**config.mk**
```make
export PLATFORM = sky130hd
export DESIGN_NAME = gray2rgb_stream
export DESIGN_NICKNAME = d
export VERILOG_FILES = /design/src/rtl/gray2rgb_stream.sv
export SDC_FILE = /design/constraint.sdc
export NUM_CORES = 1
export LEC_CHECK = 0
export ABC_CLOCK_PERIOD_IN_PS = 1900
export CAP_MARGIN = 20
export CORE_AREA = 2 2 82 84
export CTS_CLUSTER_DIAMETER = 120
export DETAILED_ROUTE_END_ITERATION = 12
export DIE_AREA = 0 0 84 86
export PLACE_DENSITY = 0.77
export SYNTH_ARGS = -nofsm -noshare
export SYNTH_HDL_FRONTEND = slang
export SYNTH_SLANG_ARGS = --single-unit
```
**constraint.sdc**
```tcl
create_clock -name clk -period 1.9 [get_ports clk]
set_input_delay 0.38 -clock clk [delete_from_list [all_inputs] [get_ports clk]]
set_output_delay 0.38 -clock clk [all_outputs]
set_load 0.005 [all_outputs]
```
**src/rtl/gray2rgb_stream.sv**
```systemverilog
// Purpose: stream expander turning 8-bit gray pixels into 24-bit RGB, with a per-pixel colour map and raster eol/eof flags.
// Latency: two register stages; a pixel presented in cycle c is on the outputs in cycle c+2 while rgb_ready stays high.
// Backpressure: both stages advance only when the output slot is empty or draining; gray_ready mirrors that advance enable.
module gray2rgb_stream #(
    parameter int WIDTH  = 640,
    parameter int HEIGHT = 480
) (
    input  logic        clk,
    input  logic        rst,
    input  logic [1:0]  mode,
    input  logic        gray_valid,
    output logic        gray_ready,
    input  logic [7:0]  gray_pixel,
    output logic        rgb_valid,
    input  logic        rgb_ready,
    output logic [23:0] rgb_pixel,
    output logic        rgb_eol,
    output logic        rgb_eof
);

    // Counter widths; a minimum of one bit keeps the declarations legal at the smallest sizes.
    localparam int CW = (WIDTH  > 1) ? $clog2(WIDTH)  : 1;
    localparam int RW = (HEIGHT > 1) ? $clog2(HEIGHT) : 1;

    localparam logic [CW-1:0] COL_LAST = CW'(WIDTH - 1);
    localparam logic [RW-1:0] ROW_LAST = RW'(HEIGHT - 1);

    // Colour map encodings carried alongside each pixel.
    localparam logic [1:0] MODE_REPL   = 2'd0;
    localparam logic [1:0] MODE_INV    = 2'd1;
    localparam logic [1:0] MODE_HEAT   = 2'd2;
    localparam logic [1:0] MODE_THRESH = 2'd3;

    // Pipeline control.
    logic en;
    logic accept;

    // Raster position of the next pixel to be accepted.
    logic [CW-1:0] col_q, col_d;
    logic [RW-1:0] row_q, row_d;
    logic          col_last;
    logic          row_last;

    // Stage 1: raw pixel, its mapping select and its position flags.
    logic       s1_vld_q,  s1_vld_d;
    logic [7:0] s1_gray_q, s1_gray_d;
    logic [1:0] s1_mode_q, s1_mode_d;
    logic       s1_eol_q,  s1_eol_d;
    logic       s1_eof_q,  s1_eof_d;

    // Stage 2: mapped colour and flags driving the outputs.
    logic        rgb_vld_q, rgb_vld_d;
    logic [23:0] rgb_pix_q, rgb_pix_d;
    logic        rgb_eol_q, rgb_eol_d;
    logic        rgb_eof_q, rgb_eof_d;

    // Mapping datapath.
    logic [7:0]  map_g;
    logic [7:0]  map_d;
    logic [7:0]  map_r_ch;
    logic [7:0]  map_g_ch;
    logic [7:0]  map_b_ch;
    logic [23:0] map_pix;

    // Advance when the output slot is empty or is being taken this cycle; ready is forced low during reset.
    always_comb begin
        en         = !rgb_vld_q || rgb_ready;
        gray_ready = en && !rst;
        accept     = gray_valid && gray_ready;
    end

    // Position flags are taken from the counters as they stand at the moment of accept.
    always_comb begin
        col_last = (col_q == COL_LAST);
        row_last = (row_q == ROW_LAST);
    end

    // Column/row counters move only on an accepted pixel and wrap at the frame edges.
    always_comb begin
        col_d = col_q;
        row_d = row_q;
        if (accept) begin
            if (col_last) begin
                col_d = '0;
                if (row_last) begin
                    row_d = '0;
                end else begin
                    row_d = row_q + RW'(1);
                end
            end else begin
                col_d = col_q + CW'(1);
            end
        end
    end

    // Stage 1 next state: valid follows the input on advance, payload is captured only on accept.
    always_comb begin
        s1_vld_d  = s1_vld_q;
        s1_gray_d = s1_gray_q;
        s1_mode_d = s1_mode_q;
        s1_eol_d  = s1_eol_q;
        s1_eof_d  = s1_eof_q;
        if (en) begin
            s1_vld_d = accept;
        end
        if (accept) begin
            s1_gray_d = gray_pixel;
            s1_mode_d = mode;
            s1_eol_d  = col_last;
            s1_eof_d  = col_last && row_last;
        end
    end

    // Colour map applied to the stage 1 pixel using the mode it was accepted with.
    always_comb begin
        map_g    = s1_gray_q;
        map_d    = {map_g[6:0], 1'b0};
        map_r_ch = map_g;
        map_g_ch = map_g;
        map_b_ch = map_g;
        case (s1_mode_q)
            MODE_REPL: begin
                map_r_ch = map_g;
                map_g_ch = map_g;
                map_b_ch = map_g;
            end
            MODE_INV: begin
                map_r_ch = 8'hFF - map_g;
                map_g_ch = 8'hFF - map_g;
                map_b_ch = 8'hFF - map_g;
            end
            MODE_HEAT: begin
                // Lower half ramps blue to red, upper half ramps red to yellow.
                if (!map_g[7]) begin
                    map_r_ch = map_d;
                    map_g_ch = 8'h00;
                    map_b_ch = 8'hFF - map_d;
                end else begin
                    map_r_ch = 8'hFF;
                    map_g_ch = map_d;
                    map_b_ch = 8'h00;
                end
            end
            MODE_THRESH: begin
                map_r_ch = {8{map_g[7]}};
                map_g_ch = {8{map_g[7]}};
                map_b_ch = {8{map_g[7]}};
            end
        endcase
        map_pix = {map_r_ch, map_g_ch, map_b_ch};
    end

    // Stage 2 next state: valid follows stage 1 on advance; payload updates only when a real pixel moves in.
    always_comb begin
        rgb_vld_d = rgb_vld_q;
        rgb_pix_d = rgb_pix_q;
        rgb_eol_d = rgb_eol_q;
        rgb_eof_d = rgb_eof_q;
        if (en) begin
            rgb_vld_d = s1_vld_q;
            if (s1_vld_q) begin
                rgb_pix_d = map_pix;
                rgb_eol_d = s1_eol_q;
                rgb_eof_d = s1_eof_q;
            end
        end
    end

    // State registers; reset discards in-flight pixels and restarts the raster at column 0, row 0.
    always_ff @(posedge clk or posedge rst) begin
        if (rst) begin
            col_q     <= '0;
            row_q     <= '0;
            s1_vld_q  <= 1'b0;
            s1_gray_q <= 8'h00;
            s1_mode_q <= MODE_REPL;
            s1_eol_q  <= 1'b0;
            s1_eof_q  <= 1'b0;
            rgb_vld_q <= 1'b0;
            rgb_pix_q <= 24'h000000;
            rgb_eol_q <= 1'b0;
            rgb_eof_q <= 1'b0;
        end else begin
            col_q     <= col_d;
            row_q     <= row_d;
            s1_vld_q  <= s1_vld_d;
            s1_gray_q <= s1_gray_d;
            s1_mode_q <= s1_mode_d;
            s1_eol_q  <= s1_eol_d;
            s1_eof_q  <= s1_eof_d;
            rgb_vld_q <= rgb_vld_d;
            rgb_pix_q <= rgb_pix_d;
            rgb_eol_q <= rgb_eol_d;
            rgb_eof_q <= rgb_eof_d;
        end
    end

    // Output drive straight from stage 2.
    always_comb begin
        rgb_valid = rgb_vld_q;
        rgb_pixel = rgb_pix_q;
        rgb_eol   = rgb_eol_q;
        rgb_eof   = rgb_eof_q;
    end

endmodule

```
## Word-level counts from Yosys, hierarchy flattened

Cells that the tools add are included.

- Memory bits (writable): 0
- Memories kept: 0
- Input bits: 14
- Output and inout bits: 28
- Register bits after elaboration: 59
- Word-level logic and storage cells: 37
- Latch bits: 0
- Memory bits (read-only): 0

- Add/sub/neg operators: 4
- Magnitude comparators: 0
- Bitwise logic cells: 0
- Multiplexer cells: 8
- Divide/modulo/power cells: 0
- Reduce and logical (&&, ||, !) cells: 9
- Shift operators: 0
- Equality and inequality tests: 5
- Multipliers: 0

Operators by type and width:

| operator | count |
|---|---|
| 8-bit case mux with 4 select lines | 3 |
| 8-bit 2-to-1 mux | 3 |
| 8-bit subtractor (first input constant) | 2 |
| 10-bit by 1-bit adder with 10-bit output (second input constant) | 1 |
| 10-bit equality test (second input constant) | 1 |
| 10-bit 2-to-1 mux | 1 |
| 9-bit by 1-bit adder with 9-bit output (second input constant) | 1 |
| 9-bit equality test (second input constant) | 1 |
| 9-bit 2-to-1 mux | 1 |
| 2-bit equality test (second input constant) | 2 |
| 2-bit AND reduction | 2 |
| 1-bit logical AND | 3 |
| 2-bit by 1-bit equality test with 1-bit output (second input constant) | 1 |
| 1-bit zero test | 2 |
| 2-bit zero test | 1 |
| 1-bit logical OR | 1 |

## Longest topological paths before layout

- Depth in word-level cells: 5
- Gate-level depth with buffers: 7
- Gate-level depth less buffers: 5

## Worst setup path after synthesis

No wires, ideal clock.

- Path kind: reg-to-reg
- Start point: register col_q[0]
- End point: register row_q[1]
- Stages on the path, launching flop included: 6
- Period minus slack after synthesis: 1.559 ns
- Required time: 1.775 ns
- Buffers on the path: 0
- Setup time: 0.125 ns
- Slack: 0.341 ns
- Arrival time: 1.435 ns
- Cells stage by stage: dfrtp_1 -> ha_1 -> and2_1 -> nand4_2 -> nor2_4 -> mux2_2

- Cells in the longest elaborated chain, start to end: 2

RTL lines:

| element | RTL line | RTL |
|---|---|---|
| start: declaration | 39 | `logic [CW-1:0] col_q, col_d;` |
| start signal: assignment | 184 | `col_q <= col_d;` |
| 10-bit equality test | 74 | `col_last = (col_q == COL_LAST);` |
| 2-bit AND reduction (no line) | n/a |  |
| end signal: assignment | 185 | `row_q <= row_d;` |
| end: declaration | 40 | `logic [RW-1:0] row_q, row_d;` |

No other way between the ends.
A chain may end at the register's enable or synchronous reset.

## Worst setup path after layout

- Start point: input port rgb_ready
- End point: output port gray_ready

- Cells in the longest elaborated chain, start to end: 2

RTL lines:

| element | RTL line | RTL |
|---|---|---|
| start: declaration | 15 | `input logic rgb_ready,` |
| 1-bit logical OR | 67 | `en = !rgb_vld_q \|\| rgb_ready;` |
| 1-bit logical AND | 68 | `gray_ready = en && !rst;` |
| end: declaration | 12 | `output logic gray_ready,` |

No other way between the ends.

==> metrics.txt <==
distinct cell type count of the synthesized netlist 50; Starting Density 0.4790; HPWL Detailed 4.730 mm; Worst slew margin 0.6716; Post-CTS Setup Bufs 0; crit path max-delay cell type clkdlybuf4s50_1; fraction of layout cells with a size suffix above 1 0.1689; max-slew violations 0; critical path's largest stage delay 470 ps; cell breakdown of the critical path clkdlybuf4s50_1 -> nor2b_1 -> nor2_1 -> dlygate4sd2_1; Inserted Diodes 0; Hold Buf Count CTS 0; Core Util, Final 0.6163; Worst EP arrival 1320 ps; synthesis-to-finish area growth 28.67%; final period utilization 0.8950; Pre-antenna DRT Iters 4; Syn Inst Count 304; most frequent cells after synthesis 59 x dfrtp_1, 58 x nand2_1, 23 x o21ai_0, 11 x mux2_2, 11 x nor2_1; TNS Setup 0 ps; Yosys warning count 0; Setup Skew 13.96 ps; vias in the first global route 2373; IO Pins 42; WL per Instance 14.68 µm; worst hold slack 480.5 ps; Core ar. 6277 µm²; Die ar. 7224 µm²; Die Span Y 86 µm; Switching Share 0.2830; H-tree depth 3; GRT overflow 0; clk_lat worst skew 350 ps; cell area after layout 3869 µm²; worst-case clock buffer depth 2; first-pass GRT wire length 10.91 mm; CTS tree built; final hold vios 0; dpl cells 428; Min-Delay Path Class flop to flop; share of power burned in the clock network 0.299; worst vdd rail ir drop 675.7 µV; Finished Layout Cells 444; number of enable flip-flop cells after synthesis 0; Synth area leader dfrtp_1; crit path max fanout 2; largest net degree at the start of global routing 41; DP Worst Slack -73.78 ps; asr flop ratio synth 1.000; min setup slack post-route 199.5 ps; register bit total from synthesis 59; initial antenna violation count 0; CP bufs+invs 2; MaxCap Viol Count 0; via count 2423; Min Clock Period, post-route 1700 ps; Final nets 378; DR DRC count 0; DP Area 3643 µm²; Num Clock Sinks 59; Total GRT Usage 0.1932; Syn Std Cell Area 3007 µm²; Top Family by Delay on Critical Path buffers and inverters; sequential share of power 0.407; routability cong. 0.7730; DIE WIDTH 84 µm; Filler Cells Inserted 526; CTS root buffer clkbuf_8; Lkg Pwr 1.761 nW; final setup fails 0; most common cell in the netlist dfrtp_1; remaining antenna violation count 0; WP data required 1520 ps; Cell Pwr Density 1129 nW/µm²; total design power 4.370 mW; outcome finished clean; RSZ-0062 raised after global routing false; P_int 3.133 mW; Crit. End Element output port; Port-buffer cells 41; fmax 588.1 MHz; synth top area cells dfrtp_1 49%, nand2_1 7.2%, mux2_2 4.1%; Num CTS Buffers 9; Post-Route WL 6.520 mm; syn avg cell area 9.890 µm²; Gate power share 0.294; CP Launch Type input pin; Yosys top cell area share 0.4911; syn nets 320; DRT iter0 DRCs 89; ys flop type dfrtp_1; Site Rows 29; Clock Pin Slew Worst Setup and Hold Paths 60 ps; CP Class input pin to output port; Worst Max-Slew Pin Slew 480.1 ps; Post-CTS Resized 1; switching power 1.237 mW; sequential fraction of the synthesis area 0.4911; routed vias/inst 5.457
[power by group through the flow]
stage	clock (mW)	sequential (mW)	combinational [mW]
floorplan	0	1.78	0.623
global placement	0	1.79	1.26
detailed placement	0	1.80	1.30
CTS	1.33	1.78	1.31
global route	1.38	1.82	1.42
finish	1.31	1.78	1.29
[sequential cells by signal, summed over array words and instances (netlist names)]
signal / count
rgb_eol: 1
col_q: 10
s1_vld_q: 1
rgb_eof: 1
rgb_valid: 1
map_g: 8
s1_eof_q: 1
rgb_pixel: 24
s1_eol_q: 1
row_q: 9
s1_mode_q: 2
[cells by family after synthesis]
family,Yosys count,synth area share
AOI/OAI and AO/OA,79,0.1781
xor gates and xnor gates,10,0.02913
adders and majority gates,2,0.008322
buffers and inverters,23,0.04203
DFF,59,0.4911
muxes,12,0.04453
and+or+nand+nor,119,0.2068
[layout by cell type (no fill, tap or decap), types with 9 or more instances in the layout]
cell type,n
buf_4,22
clkbuf_8,11
clkdlybuf4s50_1,40
dfrtp_1,59
mux2_2,11
nand2_1,58
nor2_1,11
o21ai_0,23
o31ai_1,9
[layer usage]
| layer | part of all wire | global-route usage | vias to the layer above | routed length, µm |
|---|---|---|---|---|
| li1 | - | - | 1201 | - |
| met3 | 0.034 | 0.04524 | 13 | 220 |
| met5 | 0 | 0 | - | 0 |
| met4 | 0.020 | 0.1041 | 0 | 130 |
| met2 | 0.51 | 0.3280 | 48 | 3342 |
| met1 | 0.43 | 0.2285 | 1161 | 2826 |
[worst paths after layout]
check                                    from            end  slack [ps]  cells after the start
min in group asynchronous                 rst       row_q[3]         540                      3
worst min register to register  rgb_pixel[13]  rgb_pixel[13]         480                      1
worst min-delay path            rgb_pixel[13]  rgb_pixel[13]         480                      1
worst max register to register       row_q[0]       row_q[6]         210                      5
max in group asynchronous                 rst        rgb_eof         860                      4
worst max-delay path                rgb_ready     gray_ready         200                      4
[final cells by class]
class / instances / area [µm²] / area share
Sequential cell: 59 / 1476 / 0.3816
Multi-Input combinational cell: 222 / 1404 / 0.3629
Timing Repair Buffer: 67 / 654.4 / 0.1691
Clock buffer: 11 / 151.4 / 0.03913
Tap cell: 77 / 96.34 / 0.02490
Clock inverter: 5 / 75.07 / 0.01940
Inverter: 3 / 11.26 / 0.002911
Note: power is estimated with default switching activity, not from simulation.
